## src/rtl/ahb3lite_sdram_ctrl_pkg.sv

```systemverilog
// Shared types and helpers for the AHB3-Lite SDRAM controller.
package ahb3lite_sdram_ctrl_pkg;

  typedef enum logic [1:0] {
    StIdle    = 2'd0,
    StGrant   = 2'd1,
    StRefresh = 2'd2
  } arb_state_t;

  // Index width with a floor of one bit so single-port builds still have an id.
  function automatic int unsigned idx_width(input int unsigned n);
    return (n > 1) ? $clog2(n) : 1;
  endfunction

endpackage

```

## src/rtl/ahb3lite_sdram_arbiter_if.sv

```systemverilog
// Request/grant bundle between AHB port front-ends, refresh timer and the SDRAM arbiter.
interface ahb3lite_sdram_arbiter_if
  import ahb3lite_sdram_ctrl_pkg::*;
#(
  parameter int unsigned PORTS   = 4,
  parameter int unsigned RFR_MAX = 7
);
  localparam int unsigned IdW   = idx_width(PORTS);
  localparam int unsigned PendW = $clog2(RFR_MAX + 1);

  logic [PORTS-1:0] req_i;
  logic [PORTS-1:0] lock_i;
  logic             done_i;
  logic             rfr_req_i;
  logic [PORTS-1:0] gnt_o;
  logic [IdW-1:0]   gnt_id_o;
  logic             start_o;
  logic             rfr_start_o;
  logic [PendW-1:0] rfr_pend_o;
  logic             rfr_ovf_o;
  logic             busy_o;

  modport slave (
    input  req_i, lock_i, done_i, rfr_req_i,
    output gnt_o, gnt_id_o, start_o, rfr_start_o, rfr_pend_o, rfr_ovf_o, busy_o
  );

  modport master (
    output req_i, lock_i, done_i, rfr_req_i,
    input  gnt_o, gnt_id_o, start_o, rfr_start_o, rfr_pend_o, rfr_ovf_o, busy_o
  );

endinterface

```

## src/rtl/sdram_rr_pick.sv

```systemverilog
// Combinational round-robin picker: first set request searching upward from last+1, wrapping.
module sdram_rr_pick
  import ahb3lite_sdram_ctrl_pkg::*;
#(
  parameter int unsigned PORTS = 4,
  parameter int unsigned IdW   = idx_width(PORTS)
) (
  input  logic [PORTS-1:0] req,
  input  logic [IdW-1:0]   last,
  output logic [PORTS-1:0] gnt,
  output logic [IdW-1:0]   id,
  output logic             any
);

  logic [IdW-1:0] w_idx;

  always_comb begin
    gnt   = '0;
    id    = '0;
    any   = 1'b0;
    w_idx = '0;
    for (int unsigned i = 0; i < PORTS; i++) begin
      w_idx = IdW'((32'(last) + 32'd1 + i) % PORTS);
      if (!any && req[w_idx]) begin
        any        = 1'b1;
        gnt[w_idx] = 1'b1;
        id         = w_idx;
      end
    end
  end

endmodule

```

## src/rtl/ahb3lite_sdram_arbiter.sv

```systemverilog
// Grants the SDRAM command path to one AHB port or the refresh timer at a time.
module ahb3lite_sdram_arbiter
  import ahb3lite_sdram_ctrl_pkg::*;
#(
  parameter int unsigned PORTS      = 4,
  parameter int unsigned RFR_MAX    = 7,
  parameter int unsigned RFR_URGENT = 4
) (
  input logic                     HCLK,
  input logic                     HRESETn,
  ahb3lite_sdram_arbiter_if.slave bus
);

  localparam int unsigned IdW   = idx_width(PORTS);
  localparam int unsigned PendW = $clog2(RFR_MAX + 1);

  localparam logic [IdW-1:0]   LastRst   = IdW'(PORTS - 1);
  localparam logic [PendW-1:0] MaxCnt    = PendW'(RFR_MAX);
  localparam logic [PendW-1:0] UrgentCnt = PendW'(RFR_URGENT);

  arb_state_t       r_state, w_state_d;
  logic [IdW-1:0]   r_last, w_last_d;
  logic [PORTS-1:0] r_gnt, w_gnt_d;
  logic [IdW-1:0]   r_gnt_id, w_gnt_id_d;
  logic             r_start, w_start_d;
  logic             r_rfr_start, w_rfr_start_d;
  logic [PendW-1:0] r_pend, w_pend_d;
  logic             r_ovf, w_ovf_d;

  logic [PORTS-1:0] w_pick_gnt;
  logic [IdW-1:0]   w_pick_id;
  logic             w_pick_any;
  logic             w_relock;

  sdram_rr_pick #(
    .PORTS (PORTS),
    .IdW   (IdW)
  ) u_pick (
    .req  (bus.req_i),
    .last (r_last),
    .gnt  (w_pick_gnt),
    .id   (w_pick_id),
    .any  (w_pick_any)
  );

  // Locked owner keeps the path unless refreshes are piling up.
  assign w_relock = bus.lock_i[r_gnt_id] & bus.req_i[r_gnt_id] & (r_pend < UrgentCnt);

  always_ff @(posedge HCLK) begin
    if (!HRESETn) begin
      r_state     <= StIdle;
      r_last      <= LastRst;
      r_gnt       <= '0;
      r_gnt_id    <= '0;
      r_start     <= 1'b0;
      r_rfr_start <= 1'b0;
      r_pend      <= '0;
      r_ovf       <= 1'b0;
    end else begin
      r_state     <= w_state_d;
      r_last      <= w_last_d;
      r_gnt       <= w_gnt_d;
      r_gnt_id    <= w_gnt_id_d;
      r_start     <= w_start_d;
      r_rfr_start <= w_rfr_start_d;
      r_pend      <= w_pend_d;
      r_ovf       <= w_ovf_d;
    end
  end

  always_comb begin
    w_state_d = r_state;
    unique case (r_state)
      StIdle: begin
        if (r_pend != '0)    w_state_d = StRefresh;
        else if (w_pick_any) w_state_d = StGrant;
      end
      StGrant:   if (bus.done_i && !w_relock) w_state_d = StIdle;
      StRefresh: if (bus.done_i) w_state_d = StIdle;
      default:   w_state_d = StIdle;
    endcase
  end

  always_comb begin
    w_gnt_d       = r_gnt;
    w_gnt_id_d    = r_gnt_id;
    w_last_d      = r_last;
    w_start_d     = 1'b0;
    w_rfr_start_d = 1'b0;
    unique case (r_state)
      StIdle: begin
        if (r_pend != '0) begin
          w_rfr_start_d = 1'b1;
        end else if (w_pick_any) begin
          w_gnt_d    = w_pick_gnt;
          w_gnt_id_d = w_pick_id;
          w_last_d   = w_pick_id;
          w_start_d  = 1'b1;
        end
      end
      StGrant: begin
        if (bus.done_i) begin
          if (w_relock) begin
            w_start_d = 1'b1;
          end else begin
            w_gnt_d    = '0;
            w_gnt_id_d = '0;
          end
        end
      end
      default: ;
    endcase

    // A request and a start in the same cycle cancel out.
    w_pend_d = r_pend;
    w_ovf_d  = r_ovf;
    if (bus.rfr_req_i && !w_rfr_start_d) begin
      if (r_pend == MaxCnt) w_ovf_d  = 1'b1;
      else                  w_pend_d = r_pend + 1'b1;
    end else if (!bus.rfr_req_i && w_rfr_start_d) begin
      w_pend_d = r_pend - 1'b1;
    end
  end

  assign bus.gnt_o       = r_gnt;
  assign bus.gnt_id_o    = r_gnt_id;
  assign bus.start_o     = r_start;
  assign bus.rfr_start_o = r_rfr_start;
  assign bus.rfr_pend_o  = r_pend;
  assign bus.rfr_ovf_o   = r_ovf;
  assign bus.busy_o      = (r_state != StIdle);

endmodule

```

## src/flat_wrapper.sv

```systemverilog
// flat-port wrapper written by rule: the top's interface ports become plain ports
module ahb3lite_sdram_arbiter_flat import ahb3lite_sdram_ctrl_pkg::*;
#(
  parameter int unsigned PORTS      = 4,
  parameter int unsigned RFR_MAX    = 7,
  parameter int unsigned RFR_URGENT = 4
)
  (HCLK, HRESETn, bus_req_i, bus_lock_i, bus_done_i, bus_rfr_req_i, bus_gnt_o, bus_gnt_id_o, bus_start_o, bus_rfr_start_o, bus_rfr_pend_o, bus_rfr_ovf_o, bus_busy_o);
  ahb3lite_sdram_arbiter_if #(.PORTS(PORTS), .RFR_MAX(RFR_MAX)) bus_i ();
  input logic HCLK;
  input logic HRESETn;
  input wire logic [$bits(bus_i.req_i)-1:0] bus_req_i;
  input wire logic [$bits(bus_i.lock_i)-1:0] bus_lock_i;
  input wire logic [$bits(bus_i.done_i)-1:0] bus_done_i;
  input wire logic [$bits(bus_i.rfr_req_i)-1:0] bus_rfr_req_i;
  output wire logic [$bits(bus_i.gnt_o)-1:0] bus_gnt_o;
  output wire logic [$bits(bus_i.gnt_id_o)-1:0] bus_gnt_id_o;
  output wire logic [$bits(bus_i.start_o)-1:0] bus_start_o;
  output wire logic [$bits(bus_i.rfr_start_o)-1:0] bus_rfr_start_o;
  output wire logic [$bits(bus_i.rfr_pend_o)-1:0] bus_rfr_pend_o;
  output wire logic [$bits(bus_i.rfr_ovf_o)-1:0] bus_rfr_ovf_o;
  output wire logic [$bits(bus_i.busy_o)-1:0] bus_busy_o;
  assign bus_i.req_i = bus_req_i;
  assign bus_i.lock_i = bus_lock_i;
  assign bus_i.done_i = bus_done_i;
  assign bus_i.rfr_req_i = bus_rfr_req_i;
  assign bus_gnt_o = bus_i.gnt_o;
  assign bus_gnt_id_o = bus_i.gnt_id_o;
  assign bus_start_o = bus_i.start_o;
  assign bus_rfr_start_o = bus_i.rfr_start_o;
  assign bus_rfr_pend_o = bus_i.rfr_pend_o;
  assign bus_rfr_ovf_o = bus_i.rfr_ovf_o;
  assign bus_busy_o = bus_i.busy_o;
  ahb3lite_sdram_arbiter #(.PORTS(PORTS), .RFR_MAX(RFR_MAX), .RFR_URGENT(RFR_URGENT)) u_core (.HCLK(HCLK), .HRESETn(HRESETn), .bus(bus_i));
endmodule
```

## config.mk

```make
export PLATFORM = sky130hd
export DESIGN_NAME = ahb3lite_sdram_arbiter_flat
export DESIGN_NICKNAME = d
export VERILOG_FILES = /design/src/rtl/ahb3lite_sdram_ctrl_pkg.sv /design/src/rtl/ahb3lite_sdram_arbiter_if.sv /design/src/rtl/sdram_rr_pick.sv /design/src/rtl/ahb3lite_sdram_arbiter.sv /design/src/flat_wrapper.sv
export SDC_FILE = /design/constraint.sdc
export NUM_CORES = 1
export LEC_CHECK = 0
export BUFFER_PORTS_ARGS = -buffer_cell sky130_fd_sc_hd__buf_2
export CAP_MARGIN = 15
export CORE_ASPECT_RATIO = 2
export CORE_MARGIN = 2
export CORE_UTILIZATION = 38
export DETAILED_ROUTE_END_ITERATION = 10
export PLACE_DENSITY = 0.66
export SETUP_SLACK_MARGIN = 0.5
export SLEW_MARGIN = 5
export SYNTH_ARGS = -nofsm -noshare
export SYNTH_HDL_FRONTEND = slang
export SYNTH_SLANG_ARGS = --single-unit
export TNS_END_PERCENT = 10
```

## constraint.sdc

```tcl
create_clock -name HCLK -period 3.23 [get_ports HCLK]
set_input_delay 0.4845 -clock HCLK [delete_from_list [all_inputs] [get_ports HCLK]]
set_output_delay 0.4845 -clock HCLK [all_outputs]
set_load 0.01 [all_outputs]
```

# Word level (Yosys, flattened, before mapping)
# Index checks and enable logic that the tools add are counted.
# Widths: inputs -> output; s select.
[word_totals]
ff_bits = 16
out_inout_bits = 13
[classes]
reduce_logical = 26
n_bitwise = 6
eq_ne = 11
addsub = 6
n_lt_le_gt_ge = 10
n_mux = 57
[op_table]
columns = ["op", "count"]
rows = [
  ["$mux 4", 8],
  ["$mux 2", 12],
  ["$mux 1", 20],
  ["$lt 2x3->1 const B", 5],
  ["$bmux 1 s2", 6],
  ["$ne 2x2->1 const B", 6],
  ["$or 4x4->4", 3],
  ["$logic_and 1x1->1", 10],
  ["$mux 3", 3],
  ["$demux 1 s2", 4],
  ["$ge 2x1->1 const B", 4],
  ["$pmux 4 s2", 1],
  ["$logic_not 1->1", 6],
  ["$pmux 2 s3", 1],
  ["$reduce_and 3->1", 2],
  ["$reduce_bool 2->1", 3],
  ["$reduce_and 5->1", 1],
  ["$add 2x1->2 const B", 2],
  ["$add 2x2->2 const B", 2],
  ["$pmux 2 s2", 1],
  ["$reduce_and 2->1", 2],
  ["$add 3x1->3 const B", 1],
  ["$eq 3x3->1 const B", 1],
  ["$lt 3x3->1 const B", 1],
  ["10 further kinds", 11],
]

# Longest topological paths before layout
[logic_depth]
word_depth = 16
ltp_mapped = 9

# Modules after synthesis
# Synthesis repeated with hierarchy kept, for this count alone.
[hier_totals]
hier_cells = 188
hier_area_um2 = 1508.9
[modules_own_cells]
columns = ["mod", "cells_each", "instances", "area_per_inst_um2", "seq_area_each_um2"]
rows = [
  ["ahb3lite_sdram_arbiter", 106, 1, 875.8, 320.3],
  ["sdram_rr_pick", 82, 1, 633.1, 0.0],
]

# Worst setup path before layout
# Ideal clock, no wire load.
[synth_timing]
kind = "register to register"
start = "register u_core.r_last[0]"
end = "register u_core.r_last[1]"
path_slack_ns = 0.673
path_buffers = 2
synth_period_minus_slack_ns = 2.557
stages_incl_launch_ff = 9
arrival_time_ns = 2.483
path_cell_list = "dfxtp_1 -> buf_6 -> clkinv_1 -> ha_1 -> clkbuf_1 -> mux4_2 -> a2111oi_4 -> a221oi_2 -> a31oi_1"
[synth_between]
elab_chain_len = 14
[synth_lines]
columns = ["item", "line", "rtl"]
rows = [
  ["start: declaration", "ahb3lite_sdram_arbiter.sv:22", "logic [IdW-1:0] r_last, w_last_d;"],
  ["start signal: assignment", "ahb3lite_sdram_arbiter.sv:52", "r_last <= LastRst;"],
  ["start signal: assignment", "ahb3lite_sdram_arbiter.sv:61", "r_last <= w_last_d;"],
  ["$add 2x1->2 (*)", "sdram_rr_pick.sv:23", "w_idx = IdW'((32'(last) + 32'd1 + i) % PORTS);"],
  ["parallel branches: the longest is 13 deep, another holds $add 2x1->2", "-", ""],
]
# Mark *: on every way between the ends. The select of a mux whose other input is x is not followed.
# A chain may end at the register's enable or synchronous reset.

# Final worst setup path
[layout_timing]
start = "register u_core.r_last[0]"
end = "register u_core.r_gnt[3] (netlist: u_core.bus.gnt_o[3])"
[layout_between]
elab_chain_len = 16
[layout_lines]
columns = ["item", "line", "rtl"]
rows = [
  ["$add 2x1->2 (*)", "sdram_rr_pick.sv:23", ""],
  ["parallel branches: the longest is 15 deep, another holds $lt 2x3->1", "-", ""],
  ["end signal: assignment", "ahb3lite_sdram_arbiter.sv:62", "r_gnt <= w_gnt_d;"],
  ["end: declaration", "ahb3lite_sdram_arbiter.sv:23", "logic [PORTS-1:0] r_gnt, w_gnt_d;"],
]
# Marks and branches as above.

==> impl_metrics.ini <==
[status]
status = finished clean

[clock_tree]
htreeDepth = 1
cts_setup_buffers = 0
cts-root-buf = clkbuf_8
clockBufferDepth = 2
worstSkewPairLatency_ns = 0.25
hold_buffers = 0
cts_sinks = 16
clkSlewWorstSetupHoldPaths_ns = 0.07
cts_tree = built
cts_made_buffers = 3

[placed_design]
place.gp.congestion = 0.957
preCtsSetupSlack_ns = 0.527
port-buffer-count = 24
hpwl_mm = 2.94
dp_cells = 209

[min_path]
hp-class = reg2reg

[power_and_ir_drop]
power_leakage_nw = 0.620
vdd_ir_drop_max_mv = 0.482
power_density_mw_per_mm2 = 980
finalPower_mw = 1.48

[synth]
ys_top_cells_by_count = dfxtp_1 (16), nand2_1 (13), o21ai_0 (12)
synth-xor-area-share_pct = 0.659
synth.distinct_cells = 55
synth_area_per_cell_um2 = 8.30
syn-cell-area_mm2 = 0.00133
synth_mux_area_share_pct = 8.38
ys_seq_area_share_pct = 24.1
synth_simple_gate_area_share_pct = 19.3
yosysMostFrequentCell = dfxtp_1
yosys.area_share.adder_pct = 8.10
synth_top_flop_cell = dfxtp_1
ys_warn_count = 0
yosys.area.top_type_share_pct = 24.1
synth_top_family_by_area = compound AO/OA/AOI/OAI gates
ys_ff_latch = 16
synth-async-reset-ratio_pct = 0
synth_edf_count = 0
syn_inst = 160
synth_compound_area_share_pct = 33.0
synth_nets = 180
synth_top_cells_by_area = dfxtp_1 (24%), ha_1 (6.6%), o21ai_0 (4.5%)
synth_top_area_cell = dfxtp_1

[critical_path]
crit_fanout = 12
worstPathArrival_ns = 2.67
critical_path_class = reg2reg
crit_path_start_kind = flop
critPathRequiredTime_ns = 3.39
end_kind = flop

[global_route]
antenna_found_initial = 0
overflow = 0
grtUsageTotal_pct = 20.7
grt_max_degree = 16
grt_pass1_wl_mm = 6.22
grt_pass1_vias = 1308

[layout]
utilization_pct = 44.7
fin_nets = 202
drive_above_1_share_pct = 22.7
finalNonFillerCells = 213
areaGrowthSynthToFinish_pct = 13.7
antennaDiodeCount = 0
fillers = 359

[sta]
worst_pin_slew_ns = 0.491
setup_viol = 0
hold_viol = 0
clock_skew_ns = 0.00700
layout_min_cycle_time_ns = 2.51
fin_tns_setup_ns = 0
drv_slew = 0
fmax_ghz = 0.399
rsz0062_at_grt = false
final.setup.worst_slack_ns = 0.721
max_slew_margin_pct = 66.3
period_share_pct = 77.7

[route]
first_iter_violations = 62
drc = 0
via_per_inst = 6.34
vias = 1351
ant_nets = 0
routed_wl_mm = 3.75
routedWlPerCell_um = 17.6
firstDrtPassIters = 4

[die]
die_area_mm2 = 0.00401
die_h_um = 87.6
core_mm2 = 0.00338
die_w_um = 45.8
fp-row-count = 30
ios = 25
initial_core_util_pct = 39.3

[flow_run]
maxCapViolations = 0
[area by class of cell]
type                            count  area (um2)  area share, %
Clock buffer                        4        55.1           3.64
Multi-Input combinational cell    125         922           61.0
Timing Repair Buffer               26         135           8.94
Inverter                           10        37.5           2.48
Sequential cell                    16         322           21.3
Tap cell                           32        40.0           2.65
[placed cells by master (no fill, tap or decap), types with 5 or more instances in the layout]
cell type  netlist  final
a21oi_1          6      6
buf_2            3     24
dfxtp_1         16     15
ha_1             7      7
inv_1            9      9
nand2_1         13     13
nor2_1          11     11
nor3_1           5      5
o211ai_1         7      7
o21ai_0         12     12
[registers in the layout, summed over array words and instances, names as in the netlist]
| register | flops |
|---|---|
| u_core.bus.start_o | 1 |
| u_core.bus.gnt_id_o | 2 |
| u_core.r_last | 2 |
| u_core.bus.rfr_ovf_o | 1 |
| u_core.bus.rfr_start_o | 1 |
| u_core.bus.gnt_o | 4 |
| u_core.r_state | 2 |
| u_core.bus.rfr_pend_o | 3 |
[cell families after synthesis]
family,count (synthesis)
AND/OR/NAND/NOR,50
flip-flops,16
XOR/XNOR,1
AO/OA/AOI/OAI,58
multiplexers,8
buffers and inverters,19
adder cells (fa/ha/maj),8
[power breakdown]
group	switching [mW]	internal, mW	total (mW)
logic	0.547	0.379	0.926
clock network	0.0675	0.108	0.175
registers	0.106	0.275	0.381
total	0.721	0.761	1.48
[what timing repair did]
| action | in CTS | in global routing |
|---|---|---|
| pin swaps | 0 | 1 |
| endpoints found under the setup margin | 2 | 1 |
| resized for setup | 1 | 0 |
| cloned | 0 | 0 |
[worst paths after layout]
check	cells past startpoint	slack [ns]	from	endpoint
max	7	0.72	u_core.r_last[0]$_SDFFE_PN1P_	u_core.bus.gnt_o[3]$_SDFFE_PN0P_
max reg2reg	7	0.72	u_core.r_last[0]$_SDFFE_PN1P_	u_core.bus.gnt_o[3]$_SDFFE_PN0P_
min	2	0.49	u_core.bus.gnt_o[2]$_SDFFE_PN0P_	u_core.bus.gnt_o[2]$_SDFFE_PN0P_
min reg2reg	2	0.49	u_core.bus.gnt_o[2]$_SDFFE_PN0P_	u_core.bus.gnt_o[2]$_SDFFE_PN0P_
[worst max-delay path, stage by stage, from the launching register on]
cell and delay [ns]:
dfxtp_2 0.49, clkinv_1 0.20, ha_1 0.31, or2_2 0.36
or4_4 0.54, a21oi_4 0.21, a222oi_1 0.14, o211ai_1 0.17
[metrics by stage]
stage,area [um2],hold WS (ns)
floorplan,1330,0.494
global placement,1460,0.481
detailed placement,1460,0.475
CTS,1510,0.486
global route,1510,0.518
finish,1510,0.492
[layer usage]
metal	vias up	wire length [um]	GRT usage, %
li1	658	-	-
met1	633	1400	22.1
met2	50	2100	38.3
met3	10	140	2.89
met4	0	115	8.31
met5	-	0	0
Power figures use the tool's default switching activity.
